<file path="config.mk">
export PLATFORM = sky130hd
export DESIGN_NAME = pc_seq
export DESIGN_NICKNAME = d
export VERILOG_FILES = /design/src/rtl/pc_pkg.sv /design/src/rtl/pc_ret_stack.sv /design/src/rtl/pc_seq.sv
export SDC_FILE = /design/constraint.sdc
export NUM_CORES = 1
export LEC_CHECK = 0
export ABC_AREA = 1
export BUFFER_PORTS_ARGS = -buffer_cell sky130_fd_sc_hd__buf_2
export CAP_MARGIN = 15
export CORE_MARGIN = 3
export CORE_UTILIZATION = 35
export DETAILED_ROUTE_END_ITERATION = 8
export PLACE_DENSITY = 0.58
export SYNTH_ARGS = -nofsm -noshare
export SYNTH_HDL_FRONTEND = slang
export SYNTH_SLANG_ARGS = --single-unit
</file>
<file path="constraint.sdc">
create_clock -name clk -period 3.96 [get_ports clk]
set_input_delay 0.594 -clock clk [delete_from_list [all_inputs] [get_ports clk]]
set_output_delay 0.594 -clock clk [all_outputs]
set_load 0.005 [all_outputs]
</file>
<file path="src/rtl/pc_pkg.sv">
// Shared types and helpers for the program-counter sequencer.
package pc_pkg;

    // One PC update per advancing cycle; PC_HOLD means nothing changes.
    typedef enum logic [2:0] {
        PC_HOLD,
        PC_INC,
        PC_REL,
        PC_ABS,
        PC_CALL,
        PC_RET
    } pc_op_e;

    // Width of a counter that holds 0..depth inclusive.
    function automatic int pc_depth_w(input int depth);
        return $clog2(depth) + 1;
    endfunction

    // Width of an index into a depth-entry array.
    function automatic int pc_addr_w(input int depth);
        return (depth > 1) ? $clog2(depth) : 1;
    endfunction

    // Priority when several enables are high: ret > call > abs > rel > increment.
    function automatic pc_op_e pc_decode(
        input logic advance,
        input logic halted,
        input logic ret_en,
        input logic call_en,
        input logic abs_en,
        input logic rel_en
    );
        pc_op_e op;
        op = PC_HOLD;
        if (advance && !halted) begin
            if (ret_en)       op = PC_RET;
            else if (call_en) op = PC_CALL;
            else if (abs_en)  op = PC_ABS;
            else if (rel_en)  op = PC_REL;
            else              op = PC_INC;
        end
        return op;
    endfunction

endpackage

</file>
<file path="src/rtl/pc_ret_stack.sv">
// Hardware return-address LIFO. Push-when-full and pop-when-empty are
// silently dropped here; the caller decides what they mean.
module pc_ret_stack
    import pc_pkg::*;
#(
    parameter int D     = 12,
    parameter int DEPTH = 4
) (
    input  logic                         clk,
    input  logic                         reset,
    input  logic                         push,
    input  logic                         pop,
    input  logic [D-1:0]                 wdata,
    output logic [D-1:0]                 rdata,
    output logic [pc_depth_w(DEPTH)-1:0] depth,
    output logic                         full,
    output logic                         empty
);

    localparam int SW = pc_depth_w(DEPTH);
    localparam int AW = pc_addr_w(DEPTH);

    logic [D-1:0]  mem [DEPTH];
    logic [SW-1:0] depth_m1;
    logic [AW-1:0] wr_idx;
    logic [AW-1:0] top_idx;
    logic          do_push;
    logic          do_pop;

    assign full     = (depth == SW'(DEPTH));
    assign empty    = (depth == '0);
    assign depth_m1 = depth - SW'(1);
    assign wr_idx   = depth[AW-1:0];
    assign top_idx  = depth_m1[AW-1:0];
    assign rdata    = mem[top_idx];

    // A pop takes precedence so a simultaneous request never corrupts the top.
    assign do_pop  = pop && !empty;
    assign do_push = push && !full && !do_pop;

    // Entry count; the only stack state that needs a reset value.
    always_ff @(posedge clk or negedge reset) begin
        if (!reset) begin
            depth <= '0;
        end else if (do_pop) begin
            depth <= depth_m1;
        end else if (do_push) begin
            depth <= depth + SW'(1);
        end
    end

    // Entry storage; contents are meaningless until pushed.
    always_ff @(posedge clk) begin
        if (do_push) begin
            mem[wr_idx] <= wdata;
        end
    end

endmodule

</file>
<file path="src/rtl/pc_seq.sv">
// Fetch-stage program counter with relative branches, call/return stack,
// sticky halt and sticky stack error flags.
//
// Strobe semantics: advance is a one-cycle step request with no ready side.
// Each clk edge with advance=1 and halted=0 commits exactly one update chosen
// by the enables; with advance=0 every piece of state holds. prog_ctr shows
// the committed value in the cycle after the edge.
module pc_seq
    import pc_pkg::*;
#(
    parameter int           D         = 12,
    parameter int           OFFW      = 8,
    parameter int           DEPTH     = 4,
    parameter logic [D-1:0] HALT_ADDR = '1
) (
    input  logic                         clk,
    input  logic                         reset,
    input  logic                         advance,
    input  logic                         abs_en,
    input  logic                         rel_en,
    input  logic                         call_en,
    input  logic                         ret_en,
    input  logic [D-1:0]                 target,
    input  logic [OFFW-1:0]              offset,
    output logic [D-1:0]                 prog_ctr,
    output logic [pc_depth_w(DEPTH)-1:0] stack_depth,
    output logic                         stack_full,
    output logic                         stack_empty,
    output logic                         ovf_err,
    output logic                         unf_err,
    output logic                         halted
);

    pc_op_e       op;
    logic [D-1:0] pc_plus1;
    logic [D-1:0] off_ext;
    logic [D-1:0] next_pc;
    logic [D-1:0] top_entry;
    logic         push;
    logic         pop;
    logic         set_ovf;
    logic         set_unf;

    assign op       = pc_decode(advance, halted, ret_en, call_en, abs_en, rel_en);
    assign pc_plus1 = prog_ctr + D'(1);
    assign off_ext  = D'($signed(offset));

    pc_ret_stack #(
        .D     (D),
        .DEPTH (DEPTH)
    ) u_stack (
        .clk   (clk),
        .reset (reset),
        .push  (push),
        .pop   (pop),
        .wdata (pc_plus1),
        .rdata (top_entry),
        .depth (stack_depth),
        .full  (stack_full),
        .empty (stack_empty)
    );

    // Next-PC selection; failed calls/returns fall back to a plain increment.
    always_comb begin
        next_pc = prog_ctr;
        push    = 1'b0;
        pop     = 1'b0;
        set_ovf = 1'b0;
        set_unf = 1'b0;
        case (op)
            PC_INC:  next_pc = pc_plus1;
            PC_REL:  next_pc = prog_ctr + off_ext;
            PC_ABS:  next_pc = target;
            PC_CALL: begin
                if (stack_full) begin
                    next_pc = pc_plus1;
                    set_ovf = 1'b1;
                end else begin
                    next_pc = target;
                    push    = 1'b1;
                end
            end
            PC_RET: begin
                if (stack_empty) begin
                    next_pc = pc_plus1;
                    set_unf = 1'b1;
                end else begin
                    next_pc = top_entry;
                    pop     = 1'b1;
                end
            end
            default: next_pc = prog_ctr;
        endcase
    end

    // PC and sticky flags; only reset clears the flags.
    always_ff @(posedge clk or negedge reset) begin
        if (!reset) begin
            prog_ctr <= '0;
            ovf_err  <= 1'b0;
            unf_err  <= 1'b0;
            halted   <= 1'b0;
        end else if (op != PC_HOLD) begin
            prog_ctr <= next_pc;
            if (set_ovf)                ovf_err <= 1'b1;
            if (set_unf)                unf_err <= 1'b1;
            if (next_pc == HALT_ADDR)   halted  <= 1'b1;
        end
    end

endmodule

</file>
Word-level counts from Yosys, hierarchy flattened

Memory sizes are Yosys's and may differ from the RTL's.
Cells that the tools add are included.

Register bits after elaboration: 18
Memory bits (writable): 48
Bits of input ports: 27
Output and inout bits: 20
Logic and storage cells: 51
Memories: 1

Memories:

| name        | depth | bits a word | read ports | clocked after Yosys merged registers in | wr ports | RTL line           | source |
|---|---|---|---|---|---|---|---|
| u_stack.mem | 4     | 12          | 1          | 0                                       | 1        | pc_ret_stack.sv:23 | `logic [D-1:0] mem [DEPTH];` |

Add/subtract/negate cells: 4
Eq/ne operators: 7
Multiplexer cells: 20
Reductions and logical operators: 14

Operators by type and width:

| cell                                                 | number |
|---|---|
| one-hot mux 12 bit (5 select lines)                  | 1 |
| 2-to-1 mux 12 bit                                    | 2 |
| 2-to-1 mux 3 bit                                     | 5 |
| adder 12 x 1 -> 12 bit (second input constant)       | 1 |
| adder 12 bit                                         | 1 |
| equality test 12 bit (second input constant)         | 1 |
| 2-to-1 mux 1 bit                                     | 10 |
| equality test 3 bit (second input constant)          | 3 |
| equality test 3 x 2 -> 1 bit (second input constant) | 2 |
| AND reduction 2 bit                                  | 3 |
| logical AND 1 bit                                    | 4 |
| zero test 1 bit                                      | 4 |
| 2-to-1 mux 2 bit                                     | 2 |
| adder 3 x 1 -> 3 bit (second input constant)         | 1 |
| equality test 3 x 1 -> 1 bit (second input constant) | 1 |
| zero test 3 bit                                      | 1 |
| nonzero test 3 bit                                   | 1 |
| subtractor 3 x 1 -> 3 bit (second input constant)    | 1 |
| nonzero test 2 bit                                   | 1 |

Depth between registers and ports, before layout

Gate-level depths: netlist (run 1).

Word-level depth: 12
Depth in mapped cells: 18
Gate-level depth less buffers: 17

Modules after synthesis

Synthesis (run 1) repeated with hierarchy kept, for this count alone.

Cell total of the unflattened synthesis: 562
Area total of the unflattened synthesis: 4350.4 um^2

Modules (own cells, without submodules):

| module       | instances | cells an instance | area each (um^2) | sequential area each (um^2) |
|---|---|---|---|---|
| pc_seq       | 1         | 400               | 2205.9           | 375.4 |
| pc_ret_stack | 1         | 162               | 2144.6           | 1516.5 |

Worst setup path after synthesis (run 1)

No wires, ideal clock.

Path type: reg2reg
From: register u_stack.depth[0]
To: memory u_stack.mem[3][0], enable pin
Setup time: 383 ps
Arrival: 2119 ps
Data required time: 3577 ps
Setup slack: 1458 ps
Cell stages (with the launch flop): 10
Buffers on the path: 3
Period minus slack after synthesis: 2502 ps
Cell sequence: dfrtp_1 > buf_2 > inv_2 > buf_2 > ha_1 > ha_1 > inv_1 > nand2_1 > buf_6 > nor2_1

Elaborated cells on any way between the ends: 14
Those cells by class: 1 x eq/ne; 6 x mux; 7 x reduce/logical

RTL lines:

| element                                  | RTL line           | source |
|---|---|---|
| from (decl)                              | pc_ret_stack.sv:15 | `output logic [pc_depth_w(DEPTH)-1:0] depth,` |
| from (signal assigned)                   | pc_ret_stack.sv:46 | `depth <= depth_m1;` |
| from (signal assigned)                   | pc_ret_stack.sv:48 | `depth <= depth + SW'(1);` |
| equality test 3 bit *                    | pc_ret_stack.sv:30 | `assign full = (depth == SW'(DEPTH));` |
| net stack_full                           | pc_seq.sv:27       | `output logic stack_full,` |
| 2-to-1 mux 1 bit                         | pc_seq.sv:75       | `if (stack_full) begin` |
| 2-to-1 mux 1 bit                         | pc_seq.sv:70       | `case (op)` |
| logical AND 1 bit * (2 in series)        | pc_ret_stack.sv:39 | `assign do_push = push && !full && !do_pop;` |
| 2-to-1 mux 1 bit *                       | pc_ret_stack.sv:54 | `if (do_push) begin` |
| 2-to-1 mux 1 bit (not written as such) * | pc_ret_stack.sv:55 | `mem[wr_idx] <= wdata;` |
| to (decl)                                | pc_ret_stack.sv:23 |  |

Mark *: on every way through the listed nets, which the timed path passes. The rest lies on a longest branch.

Worst setup path in the final report (run 1)

From: register u_stack.depth[0]
To: register halted

Cells in the longest elaborated chain, start to end: 6
Elaborated cells on any way between the ends: 9
Those cells by class: 1 x add/sub; 2 x eq/ne; 3 x mux; 2 x reduce/logical; 1 x memory

Ends and longest elaborated chain:

| element                               | RTL line           | source |
|---|---|---|
| subtractor 3 x 1 -> 3 bit             | pc_ret_stack.sv:32 | `assign depth_m1 = depth - SW'(1);` |
| memory read (4 x 12 bit)              | --                 |  |
| 2-to-1 mux 12 bit                     | pc_seq.sv:84       | `if (stack_empty) begin` |
| one-hot mux 12 bit (5 select lines) * | pc_seq.sv:70       |  |
| equality test 12 bit *                | pc_seq.sv:107      | `if (next_pc == HALT_ADDR) halted <= 1'b1;` |
| AND reduction 2 bit (no line) *       | --                 |  |
| to (signal assigned)                  | pc_seq.sv:102      | `halted <= 1'b0;` |
| to (signal assigned)                  | pc_seq.sv:107      |  |
| to (decl)                             | pc_seq.sv:31       | `output logic halted` |

Mark *: on every way between the ends. The rest lies on a longest branch, timed or not.
A chain may end at the register's enable or synchronous reset.

==> impl_results.md, run 1 <==
- Status: completed
- Core Box Area: 11600 µm²
- Synthesized Nets: 566
- Worst Tran Pin Value: 0.520 ns
- R2r startpoint: u_stack.depth[0]$_DFFE_PN0P_
- Seq/Total Area, Yosys: 0.452
- # resized after CTS: 0
- Synth warn: 0
- Startpoint type of the worst setup path: register
- Post-placement cell count: 702
- RSZ-0062 raised after global routing: no
- Clock Path Buffers: 2
- Input/output buffers: 46
- Synthesis-to-layout area growth: 14.7%
- Antenna Nets Post-Route: 0
- Total negative slack: 0 ns
- Max Cap Viol: 0
- Final non-filler cell total: 718
- Chip width: 115 µm
- CP Capture Type: register
- DR WL/cell: 15.1 µm
- CTS tree: built
- Hold Buf Count CTS: 0
- Num CTS Buffers: 9
- Flop2flop setup slack: 1.14 ns
- Nets@finish: 616
- HP Class: primary input to async pin
- Final worst path period need: 2.82 ns
- Critical R2R Capture: halted$_DFFE_PN0P_
- Post-synthesis cell type count: 37
- GR Overflow Total: 0
- Post-synth ARST share: 0.273
- DP Wirelength: 8200 µm
- Leakage: 2.33 nW
- Critical path arrival: 3.04 ns
- Rows: 39
- Ys flop type: edfxtp_1
- Final worst-path cycle share: 0.712
- Starting Density: 0.362
- Worst VDD drop: 0.000237 V
- EDFF count, synth: 48
- Critical path peak fanout: 26
- Max Fclk: 355 MHz
- Clk sinks: 66
- Routed wire length: 10900 µm
- Routability Congestion: 0.839
- Power density over the cells: 312 nW/µm²
- Setup bufs post-CTS: 0
- Synth Cell Area: 4180 µm²
- Residual DRC: 0
- Die footprint: 13300 µm²
- Vias per cell: 4.91
- Initial antenna violation count: 0
- Inserted Diodes: 0
- Ratio of cells with drive above 1 in the final layout: 0.158
- Count of final setup violators: 0
- Post-Synthesis Cells: 520
- Worst Setup Path Type: register to register
- H-tree Lvls: 3
- Die Height: 115 µm
- Vias in the first global route: 3452
- Worst-Skew Late Latency: 0.33 ns
- Avg Inst Size Synth: 8.05 µm²
- Number of cells on the worst reg-to-reg path: 14
- Starting DRT DRC Count: 204
- Root Driver: clkbuf_16
- CP required: 4.18 ns
- Tot GR Track Use: 0.170
- First-pass GRT wire length: 17600 µm
- FF+latch count, synth: 66
- Clock Skew: 0.00957 ns
- Router iterations before antenna repair: 4
- Critical path startpoint: u_stack.depth[0]$_DFFE_PN0P_
- Final hold vios: 0
- Vias: 3522
- Relative slew slack: 0.652
- Top Ports: 47
- Final Max Tran Viols: 0
- Reg clk slew, reported paths: 0.06 ns
- Largest net degree at the start of global routing: 29
## worst max-delay path: stages (launching register included)
cell     delay (ns)
dfrtp_1        0.38
inv_2          0.31
ha_1           0.29
ha_1           0.26
inv_1          0.06
nand2_1        0.29
nand2_1        0.32
nand2_1        0.14
nand3_1        0.09
a21oi_1        0.16
nand2_1        0.06
o21ai_0        0.15
nor2_1         0.09
nand2_1        0.08
nand2_1        0.04
## area by class of cell
cell class / count / area, µm²
clock buffer: 11 / 233
clock inverter: 5 / 21.3
fill: 1174 / 6760
inverter: 82 / 308
multi-input combinational: 360 / 1900
sequential: 66 / 1890
tap: 143 / 179
timing repair buffer: 51 / 268
## report_power, final
group	internal, mW	switching, mW
Clock	0.414	0.275
Combinational	0.0276	0.0445
Sequential	0.735	0
Total	1.18	0.319
## worst max path at each step
stage | to | cells past startpoint
2_1_floorplan | u_stack.mem[3][0]$_DFFE_PP_ | 9
3_3_place_gp | halted$_DFFE_PN0P_ | 14
3_5_place_dp | halted$_DFFE_PN0P_ | 14
4_1_cts | halted$_DFFE_PN0P_ | 14
5_1_grt | halted$_DFFE_PN0P_ | 14
6_report | halted$_DFFE_PN0P_ | 14
## sequential cells by signal, indices dropped and copies added, names as in the netlist
name	flops
prog_ctr	12
unf_err	1
ovf_err	1
u_stack.depth	3
u_stack.mem	48
halted	1
## per-layer routing
| layer | global-route usage | vias to the layer above | routed length [µm] |
|---|---|---|---|
| li1 | - | 1782 | - |
| met1 | 0.238 | 1634 | 4980 |
| met2 | 0.273 | 93 | 5200 |
| met3 | 0.0221 | 13 | 473 |
| met4 | 0.0571 | 0 | 198 |
| met5 | 0 | - | 0 |
## synth_stat cells, types with 4 or more instances
| cell type | n | area share |
|---|---|---|
| nor2_4 | 4 | 0.011 |
| nand2_1 | 170 | 0.15 |
| nand3_1 | 67 | 0.080 |
| a21boi_1 | 4 | 0.0072 |
| buf_2 | 7 | 0.0084 |
| nand3b_1 | 4 | 0.0072 |
| nand2_2 | 4 | 0.0060 |
| edfxtp_1 | 48 | 0.34 |
| buf_6 | 4 | 0.011 |
| dfrtp_1 | 18 | 0.11 |
| ha_1 | 18 | 0.054 |
| inv_2 | 6 | 0.0054 |
| o21ai_0 | 6 | 0.0072 |
| xor2_1 | 5 | 0.010 |
| a21oi_1 | 14 | 0.017 |
| nand4_1 | 7 | 0.010 |
| inv_1 | 76 | 0.068 |
| nor2_1 | 27 | 0.024 |
## cells in the final DEF, fill, tap and decap left out, types with 6 or more instances in the layout
master	count
a21oi_1	14
buf_2	46
clkbuf_16	9
dfrtp_1	18
edfxtp_1	48
ha_1	18
inv_1	76
inv_2	6
nand2_1	170
nand3_1	67
nand4_1	7
nor2_1	27
o21ai_0	6
## cell families after synthesis
| family | count (synthesis) | share of synthesized area |
|---|---|---|
| XOR/XNOR | 8 | 0.0185 |
| flip-flops | 66 | 0.452 |
| adder cells (fa/ha/maj) | 19 | 0.0586 |
| buffers and inverters | 94 | 0.0936 |
| AND/OR/NAND/NOR | 300 | 0.331 |
| AO/OA/AOI/OAI | 33 | 0.0458 |
## metrics by stage
stage	util	total power, mW	setup WS, ns	hold WS (ns)	area [µm²]
after floorplan	-	0.791	1.46	0.298	4180
after global placement	0.393	0.820	1.13	0.443	4550
after detailed placement	0.393	0.821	1.09	0.445	4550
after CTS	0.415	1.50	1.10	0.228	4800
after global routing	0.415	1.54	0.809	0.243	4800
final	0.415	1.50	1.14	0.213	4800
No activity file was read; power rests on OpenSTA's default activity.
==> inputs of run 2 (changes only) <==
- PLACE_DENSITY: 0.58 -> 0.6
- clock period: 3.96 -> 2.5 ns (I/O delays scaled with it)
==> run 2 against run 1 <==
The run now ends with negative hold slack left. Fmax rose by 25%. Cell area increased by 3.2%. Global-route usage is essentially flat. Clock skew decreased by 0.0033 ns. Critical endpoint unchanged. Critical path type unchanged. Non-clock buffer count rose by 11. Final cell count increased by 1.5%. Highest routed layer unchanged. Die area stayed put.
==> impl_results.md, run 2 (synthesis results as in run 1) <==
- Die footprint: 13300 µm² (unchanged)
- Inserted Diodes: 0 (unchanged)
- Final worst-path cycle share: 0.899 (was 0.712)
- Hold Buf Count CTS: 0 (unchanged)
- Top Ports: 47 (unchanged)
- Vias per cell: 4.86 (was 4.91)
- Vias: 3545 (was 3522)
- CP Capture Type: register (unchanged)
- Switching power: 0.532 mW (was 0.319 mW)
- Worst path slowest cell: dfrtp_2 (was dfrtp_1)
- Clock Skew: 0.00630 ns (was 0.00957 ns)
- Startpoint type of the worst setup path: register (unchanged)
- Leakage: 2.40 nW (was 2.33 nW)
- Critical path startpoint: prog_ctr[0]$_DFFE_PN0P_ (was u_stack.depth[0]$_DFFE_PN0P_)
- Cell Chain, Critical Path: ha_1, inv_1, fa_1, inv_1, nand3_1, nand2_1, nand2_1, nand3_1, nand3_1, nor2_1, nand2_1, nand2_1, nor2_1, nand2_1, nor2_1, nand2_1, nand2_1 (was inv_2, ha_1, ha_1, inv_1, nand2_1, nand2_1, nand2_1, nand3_1, a21oi_1, nand2_1, o21ai_0, nor2_1, nand2_1, nand2_1)
- GR Util met1: 0.219 (was 0.238)
- Starting DRT DRC Count: 202 (was 204)
- Die Height: 115 µm (unchanged)
- H-tree Lvls: 3 (unchanged)
- Critical path's largest stage delay: 0.42 ns (was 0.38 ns)
- Clock Path Buffers: 2 (unchanged)
- Area after DPL: 4630 µm² (was 4550 µm²)
- HP Class: primary input to async pin (unchanged)
- Router iterations before antenna repair: 5 (was 4)
- Chip width: 115 µm (unchanged)
- Starting Density: 0.362 (unchanged)
- Routing usage on met2: 0.291 (was 0.273)
- Total negative slack: 0 ns (unchanged)
- Largest net degree at the start of global routing: 29 (unchanged)
- Max Fclk: 445 MHz (was 355 MHz)
- GR Overflow Total: 0 (unchanged)
- Worst Setup Path Type: register to register (unchanged)
- Critical path peak fanout: 5 (was 26)
- Relative slew slack: 0.691 (was 0.652)
- Input/output buffers: 46 (unchanged)
- CP required: 2.71 ns (was 4.18 ns)
- Worst Tran Pin Value: 0.462 ns (was 0.520 ns)
- Failing checks: negative hold slack
- Routability Congestion: 0.888 (was 0.839)
- Power density over the cells: 527 nW/µm² (was 312 nW/µm²)
- Final non-filler cell total: 729 (was 718)
- Max Cap Viol: 0 (unchanged)
- Ratio of cells with drive above 1 in the final layout: 0.186 (was 0.158)
- CTS tree: built (unchanged)
- Initial antenna violation count: 0 (unchanged)
- First-pass GRT wire length: 17500 µm (was 17600 µm)
- RSZ-0062 raised after global routing: no (unchanged)
- Vias in the first global route: 3511 (was 3452)
- Residual DRC: 0 (unchanged)
- Reg power frac: 0.446 (was 0.491)
- Net Sw Frac: 0.204 (was 0.213)
- Tot GR Track Use: 0.170 (about the same)
- Num CTS Buffers: 9 (unchanged)
- DP Worst Slack: 0.225 ns (was 1.09 ns)
- Status: finished, violations left (was completed)
- Top cell by count, worst path: nand2_1 (unchanged)
- # resized after CTS: 0 (unchanged)
- Grt peak-use layer: met2 (unchanged)
- Max reg flops: 48 (unchanged)
- Antenna Nets Post-Route: 0 (unchanged)
- Setup bufs post-CTS: 0 (unchanged)
- WHS: -0.00706 ns (was 0.213 ns)
- Critical path arrival: 2.46 ns (was 3.04 ns)
- Most frequent cells in the layout: nand2_1 (170), inv_1 (76), nand3_1 (67) (unchanged)
- Worst-Skew Late Latency: 0.32 ns (was 0.33 ns)
- R2r startpoint: prog_ctr[0]$_DFFE_PN0P_ (was u_stack.depth[0]$_DFFE_PN0P_)
- Most common cell after layout, fill and taps aside: nand2_1 (unchanged)
- DR WL/cell: 14.7 µm (was 15.1 µm)
- Clk sinks: 66 (unchanged)
- Post-placement cell count: 713 (was 702)
- Pint: 2.08 mW (was 1.18 mW)
- Nets@finish: 627 (was 616)
- Top reg by flops: u_stack.mem (unchanged)
- Final hold vios: 7 (was 0)
- Clock power frac: 0.510 (was 0.461)
- Worst VDD drop: 0.000352 V (was 0.000237 V)
- Largest regs: u_stack.mem x48, prog_ctr x12, u_stack.depth x3 (unchanged)
- Combinational power share: 0.044 (was 0.048)
- Final worst path period need: 2.25 ns (was 2.82 ns)
- DP Wirelength: 8180 µm (was 8200 µm)
- Root Driver: clkbuf_16 (unchanged)
- Core Box Area: 11600 µm² (unchanged)
- Final Max Tran Viols: 0 (unchanged)
- Rows: 39 (unchanged)
- Routing usage on met3: 0.0232 (was 0.0221)
- Count of final setup violators: 0 (unchanged)
- Final setup margin: 0.251 ns (was 1.14 ns)
- Final instance area: 4950 µm² (was 4800 µm²)
- Routed wire length: 10700 µm (was 10900 µm)
- Reg clk slew, reported paths: 0.06 ns (about the same)
- Synthesis-to-layout area growth: 18.4% (was 14.7%)
[run 2: cell types whose count changed in the layout (fill, tap and decap cells not counted)]
cell        before  now
buf_4            5   16
bufinv_16        0    2
clkbuf_1         2    0
clkinv_1         3    0
clkinv_4         0    1
clkinvlp_4       0    2
dfrtp_1         18   17
dfrtp_2          0    1
nor2_1          27   26
nor2_2           2    3
[run 2: metal layers]
metal | routed length, µm | share of wire | up-vias
met4 | 276 | 0.026 | 0
met3 | 439 | 0.041 | 21
met1 | 4640 | 0.43 | 1628
met2 | 5380 | 0.50 | 93
li1 | - | - | 1803
met5 | 0 | 0 | -
[run 2: layout make-up]
cell class,instances,area [µm²]
inverter,82,308
fill,1123,6610
multi-input combinational,360,1900
tap,143,179
clock buffer,9,225
sequential,66,1890
timing repair buffer,62,350
clock inverter,7,93.8
[run 2: worst paths after layout]
| check | end | slack, ns | cells past startpoint |
|---|---|---|---|
| max | halted$_DFFE_PN0P_ | 0.25 | 17 |
| min in group clk | prog_ctr[8]$_DFFE_PN0P_ | 0.44 | 5 |
| min | u_stack.depth[1]$_DFFE_PN0P_ | -0.007 | 1 |
| max reg2reg | halted$_DFFE_PN0P_ | 0.25 | 17 |
| min reg2reg | unf_err$_DFFE_PN0P_ | 0.45 | 2 |
| max in group asynchronous | prog_ctr[0]$_DFFE_PN0P_ | 2.16 | 1 |
[run 2: per-stage QoR]
stage | util | power [mW]
final | 0.428 | 2.61
after global placement | 0.401 | 1.30
after CTS | 0.428 | 2.62
after floorplan | - | 1.25
after detailed placement | 0.401 | 1.30
after global routing | 0.428 | 2.69
[run 2: power groups by stage]
| stage | registers, mW | clock network, mW | logic, mW |
|---|---|---|---|
| floorplan | 1.19 | 0 | 0.0679 |
| global placement | 1.19 | 0 | 0.113 |
| detailed placement | 1.19 | 0 | 0.115 |
| CTS | 1.16 | 1.34 | 0.116 |
| global route | 1.16 | 1.39 | 0.131 |
| finish | 1.16 | 1.33 | 0.115 |
[run 2: worst max-delay path: cells and delay by family, from the launching register on]
family        cells  cell delay [ns]
buf+inv           2             0.16
flops             1             0.42
simple gates     13             0.94
fa+ha+maj         2             0.63
